$ cat config.mk
export PLATFORM = sky130hd
export DESIGN_NAME = instruction_format_encoder
export DESIGN_NICKNAME = d
export VERILOG_FILES = /design/src/rtl/instruction_format_encoder.sv
export SDC_FILE = /design/constraint.sdc
export NUM_CORES = 1
export LEC_CHECK = 0
export CORE_MARGIN = 3
export CORE_UTILIZATION = 51
export DETAILED_ROUTE_END_ITERATION = 6
export PLACE_DENSITY = 0.81
export SYNTH_ARGS = -nofsm -noshare
export SYNTH_HDL_FRONTEND = slang
export SYNTH_SLANG_ARGS = --single-unit
$ cat constraint.sdc
create_clock -name clock_i -period 2 [get_ports clock_i]
set_input_delay 0.2 -clock clock_i [delete_from_list [all_inputs] [get_ports clock_i]]
set_output_delay 0.2 -clock clock_i [all_outputs]
set_load 0.005 [all_outputs]
$ cat src/rtl/instruction_format_encoder.sv
// instruction_format_encoder
// Packs decoded instruction fields into a 32-bit instruction word. The layout
// depends on the selected format (D, DQ, DS, DX, MD, MDS). Each encoded word is
// held with its address in a 2-entry FIFO that feeds a valid/stall output port.
// All buses are numbered big-endian, so bit 0 is the MSB. A field narrower than
// its input bus is taken from the LSB end of that bus.
//
// Ports:
//   clock_i, resetn_i          clock, asynchronous active-low reset
//   enable_i / ready_o         input valid / input can be accepted
//   opCode_i, xOpCode_i        primary and extended opcodes
//   address_i                  address carried along with the word
//   instructionFormat_i        format code (D=3 DQ=4 DS=5 DX=6 MD=9 MDS=10)
//   reg1_i, reg2_i, reg3_i     register fields
//   imm_i, bit1_i, bit2_i      immediate and single-bit fields
//   stall_i                    downstream not ready
//   enable_o                   output valid (FIFO non-empty)
//   instruction_o, address_o   FIFO head
//   error_o                    one-cycle pulse when an accepted input is rejected
//
// Optional feature: define ENCODER_RANGE_CHECK_EN to reject an input whose imm_i
// or xOpCode_i bits lie above the field its format encodes and are non-zero.
// When the macro is undefined, those bits are dropped and the word is enqueued.
module instruction_format_encoder #(
    parameter int unsigned instructionWidth = 32,
    parameter int unsigned addressSize      = 64,
    parameter int unsigned formatIndexRange = 5,
    parameter int unsigned opcodeWidth      = 6,
    parameter int unsigned xOpCodeWidth     = 10,
    parameter int unsigned regWidth         = 5,
    parameter int unsigned immWidth         = 16,
    parameter int unsigned formatD          = 3,
    parameter int unsigned formatDQ         = 4,
    parameter int unsigned formatDS         = 5,
    parameter int unsigned formatDX         = 6,
    parameter int unsigned formatMD         = 9,
    parameter int unsigned formatMDS        = 10,
    parameter int unsigned formatInvalid    = 0
) (
    input  logic                          clock_i,
    input  logic                          resetn_i,
    input  logic                          enable_i,
    output logic                          ready_o,
    input  logic [0:opcodeWidth-1]        opCode_i,
    input  logic [0:xOpCodeWidth-1]       xOpCode_i,
    input  logic [0:addressSize-1]        address_i,
    input  logic [0:formatIndexRange-1]   instructionFormat_i,
    input  logic [0:regWidth-1]           reg1_i,
    input  logic [0:regWidth-1]           reg2_i,
    input  logic [0:regWidth-1]           reg3_i,
    input  logic [0:immWidth-1]           imm_i,
    input  logic                          bit1_i,
    input  logic                          bit2_i,
    input  logic                          stall_i,
    output logic                          enable_o,
    output logic [0:instructionWidth-1]   instruction_o,
    output logic [0:addressSize-1]        address_o,
    output logic                          error_o
);

    localparam logic [0:formatIndexRange-1] fmt_d       = formatIndexRange'(formatD);
    localparam logic [0:formatIndexRange-1] fmt_dq      = formatIndexRange'(formatDQ);
    localparam logic [0:formatIndexRange-1] fmt_ds      = formatIndexRange'(formatDS);
    localparam logic [0:formatIndexRange-1] fmt_dx      = formatIndexRange'(formatDX);
    localparam logic [0:formatIndexRange-1] fmt_md      = formatIndexRange'(formatMD);
    localparam logic [0:formatIndexRange-1] fmt_mds     = formatIndexRange'(formatMDS);
    localparam logic [0:formatIndexRange-1] fmt_invalid = formatIndexRange'(formatInvalid);

    logic [0:instructionWidth-1] word;
    logic                        fmt_ok;
    logic                        range_ok;
    logic                        accept;
    logic                        push;
    logic                        pop;

    logic [0:instructionWidth-1] mem_word [0:1];
    logic [0:addressSize-1]      mem_addr [0:1];
    logic                        wr_ptr;
    logic                        rd_ptr;
    logic [1:0]                  count;

    // Field packing for each format. Concatenation order runs from the MSB
    // (bit 0) down to bit 31.
    always_comb begin
        word     = '0;
        fmt_ok   = 1'b1;
        range_ok = 1'b1;
        case (instructionFormat_i)
            fmt_d: begin
                word = {opCode_i, reg1_i, reg2_i, imm_i};
            end
            fmt_ds: begin
                word = {opCode_i, reg1_i, reg2_i, imm_i[2:15], xOpCode_i[8:9]};
`ifdef ENCODER_RANGE_CHECK_EN
                range_ok = (imm_i[0:1] == '0) && (xOpCode_i[0:7] == '0);
`endif
            end
            fmt_dq: begin
                word = {opCode_i, reg1_i, reg3_i, imm_i[4:15], 4'b0000};
`ifdef ENCODER_RANGE_CHECK_EN
                range_ok = (imm_i[0:3] == '0);
`endif
            end
            fmt_dx: begin
                word = {opCode_i, reg1_i, imm_i[10:14], imm_i[0:9], xOpCode_i[5:9], imm_i[15]};
`ifdef ENCODER_RANGE_CHECK_EN
                range_ok = (xOpCode_i[0:4] == '0);
`endif
            end
            fmt_md: begin
                word = {opCode_i, reg1_i, reg2_i, reg3_i, imm_i[10:15], xOpCode_i[7:9], bit1_i, bit2_i};
`ifdef ENCODER_RANGE_CHECK_EN
                range_ok = (imm_i[0:9] == '0) && (xOpCode_i[0:6] == '0);
`endif
            end
            fmt_mds: begin
                word = {opCode_i, reg1_i, reg2_i, reg3_i, imm_i[10:15], xOpCode_i[6:9], bit1_i};
`ifdef ENCODER_RANGE_CHECK_EN
                range_ok = (imm_i[0:9] == '0) && (xOpCode_i[0:5] == '0);
`endif
            end
            fmt_invalid: fmt_ok = 1'b0;
            default:     fmt_ok = 1'b0;
        endcase
    end

`ifndef ENCODER_RANGE_CHECK_EN
    // No format encodes these xOpCode bits when range checking is off.
    logic unused_xop_bits;
    assign unused_xop_bits = |xOpCode_i[0:4];
`endif

    // Handshake. ready_o depends only on current occupancy, so a pop in the
    // same cycle cannot make a full FIFO accept a new input.
    assign ready_o = resetn_i && (count != 2'd2);
    assign accept  = enable_i && ready_o;
    assign push    = accept && fmt_ok && range_ok;
    assign pop     = enable_o && !stall_i;

    // FIFO head; gated so that an empty or reset FIFO presents zeros.
    assign enable_o      = (count != 2'd0);
    assign instruction_o = enable_o ? mem_word[rd_ptr] : '0;
    assign address_o     = enable_o ? mem_addr[rd_ptr] : '0;

    // FIFO storage, pointers (1-bit so they wrap modulo 2) and error pulse.
    always_ff @(posedge clock_i or negedge resetn_i) begin
        if (!resetn_i) begin
            mem_word[0] <= '0;
            mem_word[1] <= '0;
            mem_addr[0] <= '0;
            mem_addr[1] <= '0;
            wr_ptr      <= 1'b0;
            rd_ptr      <= 1'b0;
            count       <= 2'd0;
            error_o     <= 1'b0;
        end else begin
            if (push) begin
                mem_word[wr_ptr] <= word;
                mem_addr[wr_ptr] <= address_i;
                wr_ptr           <= ~wr_ptr;
            end
            if (pop) begin
                rd_ptr <= ~rd_ptr;
            end
            case ({push, pop})
                2'b10:   count <= count + 2'd1;
                2'b01:   count <= count - 2'd1;
                default: count <= count;
            endcase
            error_o <= accept && !(fmt_ok && range_ok);
        end
    end

endmodule

# Word level (Yosys, flattened, before mapping)
# Index checks and enable logic that the tools add are counted.
# W data, S select, Z words.
# word_totals
ff_bits	197
wordCells	54
# op_classes
n_addsub	2
bitwise_logic	4
reduce_logical	11
magnitude_cmp	3
eq_ne	9
muxes	17
# op_table
operator	n
$mux W64	5
$pmux W32 S6	1
$mux W32	5
$bwmux W128	1
$bwmux W64	1
$demux W64 S1	1
$demux W32 S1	1
$eq A5 B3 Y1 const B	3
$eq A5 B4 Y1 const B	2
$logic_and A1 B1 Y1	6
$reduce_or A6 Y1	1
$eq A5 B2 Y1 const B	1
$ge A2 B2 Y1 const B	2
$not A1 Y2	2
$pmux W2 S2	1
$reduce_bool A2 Y1	2
$add A2 B1 Y2 const B	1
$eq A2 B1 Y1 const B	1
$eq A2 B2 Y1 const B	1
$logic_not A1 Y1	2
$lt A2 B1 Y1 const B	1
$ne A2 B2 Y1 const B	1
$not A1 Y1	2
$sub A2 B1 Y2 const B	1
$mux W1	1

# Logic depth before layout (Yosys ltp)
# Gate-level depths: netlist of the first run.
# logic_depth
ltp_word	6
ltp_mapped	8

# Worst setup path before layout of the first run
# Ideal clock, no wire load.
# synth_path
path_kind	input port to flip-flop
start	input instructionFormat_i[3] (netlist bit)
end	register mem_word[21] (netlist bit)
slack_ns	0.208
path_stages	7
arrival_time_ns	1.664
t_required_ns	1.873
cell_sequence	buf_2 nand4bb_1 a21boi_2 a21o_1 buf_2 buf_4 mux2_1
# synth_between
elab_chain_len	4
elab_cells_between_ends	11
# synth_lines
element	line	source
start: declaration	47	input logic [0:formatIndexRange-1] instructionFormat_i,
$eq A5 B4 Y1 (tied with other cells)	88	case (instructionFormat_i)
$reduce_or A6 Y1 (no line)	-	
$mux W1	88	
$logic_and A1 B1 Y1	137	assign push = accept && fmt_ok && range_ok;
end signal: indexed assignment	158	mem_word[wr_ptr] <= word;
end: declaration	76	logic [0:instructionWidth-1] mem_word [0:1];
# Several ways; a longest one is shown, not always the timed one.
# A chain may end at the register's enable or synchronous reset.

# Worst setup path after layout of the first run
# layout_path
start	register rd_ptr
end	output address_o[29] (netlist bit)
# layout_between
elab_chain_len	5
# layout_lines
element	line	source
start: declaration	79	logic rd_ptr;
start signal: assignment	163	rd_ptr <= ~rd_ptr;
$not A1 Y2 (not written as such)	143	assign address_o = enable_o ? mem_addr[rd_ptr] : '0;
$mux W64 (not written as such) (3 in a row)	143	
$mux W64	143	
end: declaration	57	output logic [0:addressSize-1] address_o,
# Every way passes these cells. The select of a mux whose other input is x is not followed.

==> flow_summary.yaml, run 1 <==
run_status:
  outcome: "finished, violations left"
  violations: "setup timing"
route:
  dr.pass1.iters: 6
  drc_errors: 0
  postRouteAntennaNets: 0
  via_per_inst: 5.473
  wl_um: 26180
  avgRoutedWirePerCell_um: 19.52
  vias: 7339
  drt_iter0_markers: 353
hold_path:
  hold_path.class: "in -> async"
logic_synthesis:
  synth.avg_cell_area_um2: 12.08
  netlist_area_um2: 9712
  yosys_warnings: 0
  ys_seq_elements: 197
  synth_top_area_frac: 0.5076
  ys_seq_area_frac: 0.5076
  synth_most_common_cell: "dfrtp_1"
  synth_fa_ha_area_frac: 0.001288
  synth_commonest_cells: "dfrtp_1, mux2i_1, nor2_1"
  synth-simple-area-share: 0.07936
  ys_top_cells_by_area: "dfrtp_1, mux2i_1, mux2_1, mux2_2, nor2_1"
  ys.flop_type: "dfrtp_1"
  synth_edf_count: 0
  synth_top_family_by_area: "multiplexers"
  syn_inst: 804
  syn-num-nets: 927
  yosysUniqueCellTypes: 47
  synthMuxAreaShare: 0.3194
  ys_async_sr_fraction: 1.000
  synth_top_area_cell: "dfrtp_1"
  synth_compound_area_frac: 0.04161
  synthXorXnorAreaFrac: 0.007215
timing:
  max-slew-margin-rel: 0.2965
  fin_ws_ns: -0.06131
  finalHoldViolations: 0
  setup_viol: 29
  worst_pin_slew_ns: 1.055
  setup_tns_ns: -0.7473
  slew_violations: 0
  fin_crit_sh: 1.031
  rsz0062_at_grt: "yes"
  finalCriticalPeriod_ns: 2.061
  fmax_mhz: 485.1
  clock_skew_ns: 0.01445
global_routing:
  grt_pass1_vias: 7550
  grt_util_all_layers: 0.2451
  antenna_found_initial: 1
  grt_pass1_wl_um: 39750
  grt_max_degree: 194
  overflow: 0
run:
  cap_violations: 0
finish:
  final_util: 0.7451
  final_area_um2: 13660
  syn2layout_area_growth_pct: 40.65
  nets: 1221
  layout-drive-gt1-share: 0.2565
  n_fill_cell: 1245
power:
  powerDensity_nw_per_um2: 1383
  ir_drop_mv: 0.7510
  finalPower_mw: 18.89
  leakage_nw: 6.615
placement:
  finalWeightedCongestion: 0.8862
  placed_cell_area_um2: 12500
  port_buffers: 215
  hpwl_um: 16320
die:
  die_y_um: 144.0
  initial_core_util: 0.5298
  core-area_um2: 18330
  die_area_um2: 20730
  num_rows: 49
  io_pins: 221
  die_x_um: 144.0
clock_tree:
  clk_latency_ns: 0.43
  clock_tree.root_cell: "clkbuf_16"
  h-tree-depth: 4
  cts_buffer_depth: 2
  cts_buffers: 17
  cts_sinks: 197
  tritoncts: "done"
  path_clk_slew_ns: 0.07
worst_setup_path:
  arrival_ns: 1.86
  critical_path_required_ns: 1.80
  cp_max_fo: 14
  worst_r2r_endpoint: "mem_addr[5]$_DFFE_PN0P_"
  crit_path_end_kind: "output port"
  reg2regPathDepth: 7
  worstSetupPathType: "reg -> out"
  r2r-start: "count[0]$_DFFE_PN0P_"
  start_kind: "flip-flop"
  ff2ff_setup_slack_ns: 0.08
## stage by stage
stage | cells | setup slack, ns | hold WS, ns
final | 1341 | -0.06131 | 0.2704
after global routing | 1341 | -0.1353 | 0.2495
after CTS | 1311 | -0.2146 | 0.2390
after detailed placement | 1258 | -0.3302 | 0.03490
after global placement | 1258 | -0.3742 | 0.03535
after floorplan | 804 | 0.2084 | -0.09559
## kinds of logic (layout without fill, tap and decap cells)
kind of cell             count (synthesis)  in the layout
flip-flops                             197            197
adder cells (fa/ha/maj)                  1              1
buffers and inverters                   95            402
AND/OR/NAND/NOR                        165            165
multiplexers                           290            290
XOR/XNOR                                 8              8
AO/OA/AOI/OAI                           48             48
other                                    0              1
## where the power goes
group	internal, mW	total (mW)	leakage (nW)	switching [mW]
logic	4.95	8.74	3.86	3.80
clock network	1.82	3.45	0.292	1.63
registers	5.73	6.70	2.46	0.962
## worst max-delay path by stage
stage                           start                       end  slack [ns]  depth (start not counted)
3_3_place_gp   instructionFormat_i[2]   mem_word[6]$_DFFE_PN0P_       -0.37                          9
4_1_cts            rd_ptr$_DFFE_PN0P_          instruction_o[0]       -0.21                          4
3_5_place_dp   instructionFormat_i[1]  mem_word[39]$_DFFE_PN0P_       -0.33                          7
2_1_floorplan  instructionFormat_i[3]  mem_word[21]$_DFFE_PN0P_        0.21                          7
6_report           rd_ptr$_DFFE_PN0P_             address_o[29]       -0.06                          4
5_1_grt            rd_ptr$_DFFE_PN0P_             address_o[29]       -0.14                          4
## final cells by class
class / instances / area, um2 / area share
Sequential cell: 197 / 4935 / 0.3613
Multi-Input combinational cell: 512 / 4458 / 0.3264
Timing Repair Buffer: 327 / 3213 / 0.2352
Clock buffer: 18 / 439.2 / 0.03215
Tap cell: 229 / 286.5 / 0.02098
Clock inverter: 14 / 163.9 / 0.01200
Inverter: 43 / 161.4 / 0.01182
Antenna cell: 1 / 2.502 / 0.0001832
## metal layers
| metal | global-route usage | share of wire | up-vias |
|---|---|---|---|
| met5 | 0 | 0 | - |
| met4 | 0.08028 | 0.017 | 0 |
| met3 | 0.05522 | 0.056 | 29 |
| met2 | 0.4042 | 0.48 | 216 |
| met1 | 0.3231 | 0.45 | 3692 |
| li1 | - | - | 3402 |
## worst max-delay path: stages, from the launching register on
cell and delay (ns):
dfrtp_4 0.53, buf_12 0.17, mux2i_1 0.11, nor2_1 0.11, clkdlybuf4s50_1 0.51
## cells in the final DEF (no fill, tap or decap), types with 3 or more instances in the layout
cell,instances
clkdlybuf4s15_1,10
xnor2_1,5
mux2i_2,8
buf_6,8
nand2_1,4
dlymetal6s2s_1,4
a222oi_1,6
buf_4,74
mux2_2,60
or2_2,5
buf_2,22
clkbuf_2,25
nand2b_1,11
buf_12,14
o22ai_1,4
nor2_1,110
nor3_1,7
clkinv_8,3
o21ai_0,6
dfrtp_1,195
inv_1,43
a21o_1,3
xor2_1,3
clkbuf_16,23
clkdlybuf4s50_1,118
a311oi_1,3
buf_16,7
nor2_2,3
o221a_2,5
nor2b_1,4
dlygate4sd2_1,35
mux2i_1,121
inv_6,5
mux2_1,99
nand4bb_1,3
a221oi_1,8
## sequential cells by signal, indices dropped and copies added, names as in the netlist
signal	flops
count	2
mem_word	64
rd_ptr	1
wr_ptr	1
mem_addr	128
error_o	1
## timing repair
| action | in CTS | in global routing |
|---|---|---|
| endpoints found under the setup margin | 97 | 161 |
| gates resized for setup | 181 | 86 |
| setup buffers | 13 | 25 |
| endpoints found under the hold margin | 4 | 0 |
| cloned | 7 | 6 |
| hold buffers | 1 | 0 |
| pin swaps | 10 | 22 |
No activity file was read; power rests on OpenSTA's default activity.
==> inputs of run 2 (changes only) <==
--- a/config.mk
+++ b/config.mk
@@ -5,8 +5,11 @@
 export SDC_FILE = /design/constraint.sdc
 export NUM_CORES = 1
 export LEC_CHECK = 0
+export ABC_AREA = 1
+export CORE_ASPECT_RATIO = 1.1
 export CORE_MARGIN = 3
 export CORE_UTILIZATION = 51
+export CTS_CLUSTER_DIAMETER = 30
 export DETAILED_ROUTE_END_ITERATION = 6
 export PLACE_DENSITY = 0.81
 export SYNTH_ARGS = -nofsm -noshare
==> flow_summary.yaml, run 2 <==
timing:
  rsz0062_at_grt: "yes"
  clock_skew_ns: 0.01305
  fin_ws_ns: 0.01286
  finalCriticalPeriod_ns: 1.987
  slew_violations: 0
  max-slew-margin-rel: 0.3154
  fin_crit_sh: 0.9936
  worst_pin_slew_ns: 1.027
  setup_viol: 0
  fmax_mhz: 503.2
  finalHoldViolations: 0
logic_synthesis:
  synth_edf_count: 0
  netlist_area_um2: 9630
  syn-num-nets: 1407
  synth_top_area_cell: "dfrtp_1"
  synth_most_common_cell: "nand2_1"
  ys_async_sr_fraction: 1.000
  synth_commonest_cells: "nand2_1, dfrtp_1, o21ai_1"
  ys.flop_type: "dfrtp_1"
  synth_top_area_frac: 0.5119
  ys_top_cells_by_area: "dfrtp_1, nand2_1, o21ai_1, a21oi_1, inv_1"
  syn_inst: 1284
  ys_seq_area_frac: 0.5119
  synth.avg_cell_area_um2: 7.500
  yosys_warnings: 0
  ys_seq_elements: 197
  yosysUniqueCellTypes: 26
global_routing:
  overflow: 0
  grt_pass1_vias: 8995
  antenna_found_initial: 0
  grt_pass1_wl_um: 45130
  grt_util_all_layers: 0.2756
  grt_max_degree: 198
worst_setup_path:
  r2r-start: "count[1]$_DFFE_PN0P_"
  crit_top_cell: "buf_6"
  cp.buffers_inverters: 5
  critical_path_required_ns: 1.80
  reg2regPathDepth: 7
  start_kind: "flip-flop"
  critical-path-top-delay-family: "buffers and inverters"
  arrival_ns: 1.79
  path_cells: "buf_6 > buf_6 > clkbuf_16 > buf_4 > nand2_2 > a21oi_2 > buf_2"
  slowest_stage: "dfrtp_4"
  crit_path_end_kind: "output port"
  ff2ff_setup_slack_ns: 0.16
  cp_max_fo: 5
  worst_r2r_endpoint: "mem_addr[127]$_DFFE_PN0P_"
  crit_start: "rd_ptr$_DFFE_PN0P_"
  worstSetupPathType: "reg -> out"
  cp_slowest_stage_delay_ns: 0.54
finish:
  final_area_um2: 13250
  final_common_cell: "nand2_1"
  largest_reg_flops: 128
  nets: 1635
  max_flop_register: "mem_addr"
  n_fill_cell: 1488
  syn2layout_area_growth_pct: 37.55
  layout-drive-gt1-share: 0.1548
  reg_top3: "mem_addr (128), mem_word (64), count (2)"
  layout_common_cells: "nand2_1, dfrtp_1, o21ai_1, clkdlybuf4s50_1, inv_1"
  antennaDiodeCount: 0
placement:
  port_buffers: 215
  hpwl_um: 17300
  finalWeightedCongestion: 0.9907
  place_ws_ns: -0.2397
  placed_cell_area_um2: 12310
hold_path:
  hold_path.class: "in -> async"
route:
  vias: 9396
  drc_errors: 0
  postRouteAntennaNets: 0
  dr.pass1.iters: 5
  drt_iter0_markers: 660
  avgRoutedWirePerCell_um: 16.25
  via_per_inst: 5.314
  wl_um: 28740
clock_tree:
  cts_buffer_depth: 2
  h-tree-depth: 4
  clock_tree.root_cell: "clkbuf_16"
  cts_sinks: 197
  cts_buffers: 17
  path_clk_slew_ns: 0.07
  tritoncts: "done"
  clk_latency_ns: 0.45
die:
  die_y_um: 150.1
  initial_core_util: 0.5212
  num_rows: 52
  die_x_um: 137.0
  io_pins: 221
  core-area_um2: 18480
  die_area_um2: 20570
power:
  powerDensity_nw_per_um2: 1358
  ir_drop_mv: 0.7699
  leakage_nw: 6.662
  finalPower_mw: 17.98
run_status:
  outcome: "complete, no violations"
run:
  cap_violations: 0
## run 2: kinds of logic after synthesis
logic type / share of synthesized area
buffers and inverters: 0.08224
xor gates and xnor gates: 0.002729
and+or+nand+nor: 0.2667
AOI/OAI and AO/OA: 0.1351
adders and majority gates: 0.001299
DFF: 0.5119
## run 2: worst register-to-register path: stages (launching register included)
cell and delay (ns):
dfrtp_1 0.42, buf_4 0.16, a21boi_2 0.14, and2_2 0.23, nand3_4 0.17, buf_12 0.21
buf_12 0.15, o21ai_0 0.26
## run 2: stage by stage
stage	hold WS (ns)	cells	utilization	setup TNS, ns
2_1_floorplan	-0.09559	1284	-	0
3_3_place_gp	0.4634	1707	0.6660	-6.071
3_5_place_dp	0.4650	1707	0.6660	-13.28
4_1_cts	0.08197	1761	0.7131	-0.4440
5_1_grt	0.1098	1768	0.7169	-0.1175
6_report	0.003044	1768	0.7169	0
## run 2: final cells by class
class | count | area [um2] | share of cell area
Sequential cell | 197 | 4935 | 0.3725
Multi-Input combinational cell | 903 | 4071 | 0.3074
Timing Repair Buffer | 290 | 2950 | 0.2227
Clock buffer | 18 | 429.2 | 0.03240
Inverter | 103 | 399.1 | 0.03013
Tap cell | 243 | 304.0 | 0.02295
Clock inverter | 14 | 157.7 | 0.01190
## run 2: report_power, final
| group | switching [mW] | internal, mW |
|---|---|---|
| clock | 1.64 | 1.78 |
| combinational | 4.11 | 3.88 |
| sequential | 0.934 | 5.64 |
| total | 6.68 | 11.3 |
## run 2: routing by layer
| layer | part of all wire | up-vias | GRT usage | wire length, um |
|---|---|---|---|---|
| met5 | 0 | - | 0 | 0 |
| met4 | 0.026 | 0 | 0.09182 | 754 |
| met3 | 0.070 | 52 | 0.05682 | 2019 |
| met2 | 0.50 | 368 | 0.4593 | 14370 |
| met1 | 0.40 | 4448 | 0.3604 | 11590 |
| li1 | - | 4528 | - | - |
## run 2: worst max-delay path by stage
stage / end / slack, ns / cells past startpoint
after CTS: instruction_o[18] / -0.23 / 5
after detailed placement: mem_word[14]$_DFFE_PN0P_ / -0.24 / 8
after global routing: address_o[5] / -0.04 / 7
after floorplan: count[1]$_DFFE_PN0P_ / 0.23 / 8
final: address_o[5] / 0.01 / 7
after global placement: mem_word[9]$_DFFE_PN0P_ / -0.14 / 8
## run 2: timing repair
item	4_1_cts	5_1_grt
endpoints found under the setup margin	97	77
buffers inserted	13	3
gates resized for setup	253	100
pin swaps	2	7
gates cloned	9	5
hold buffers	0	0
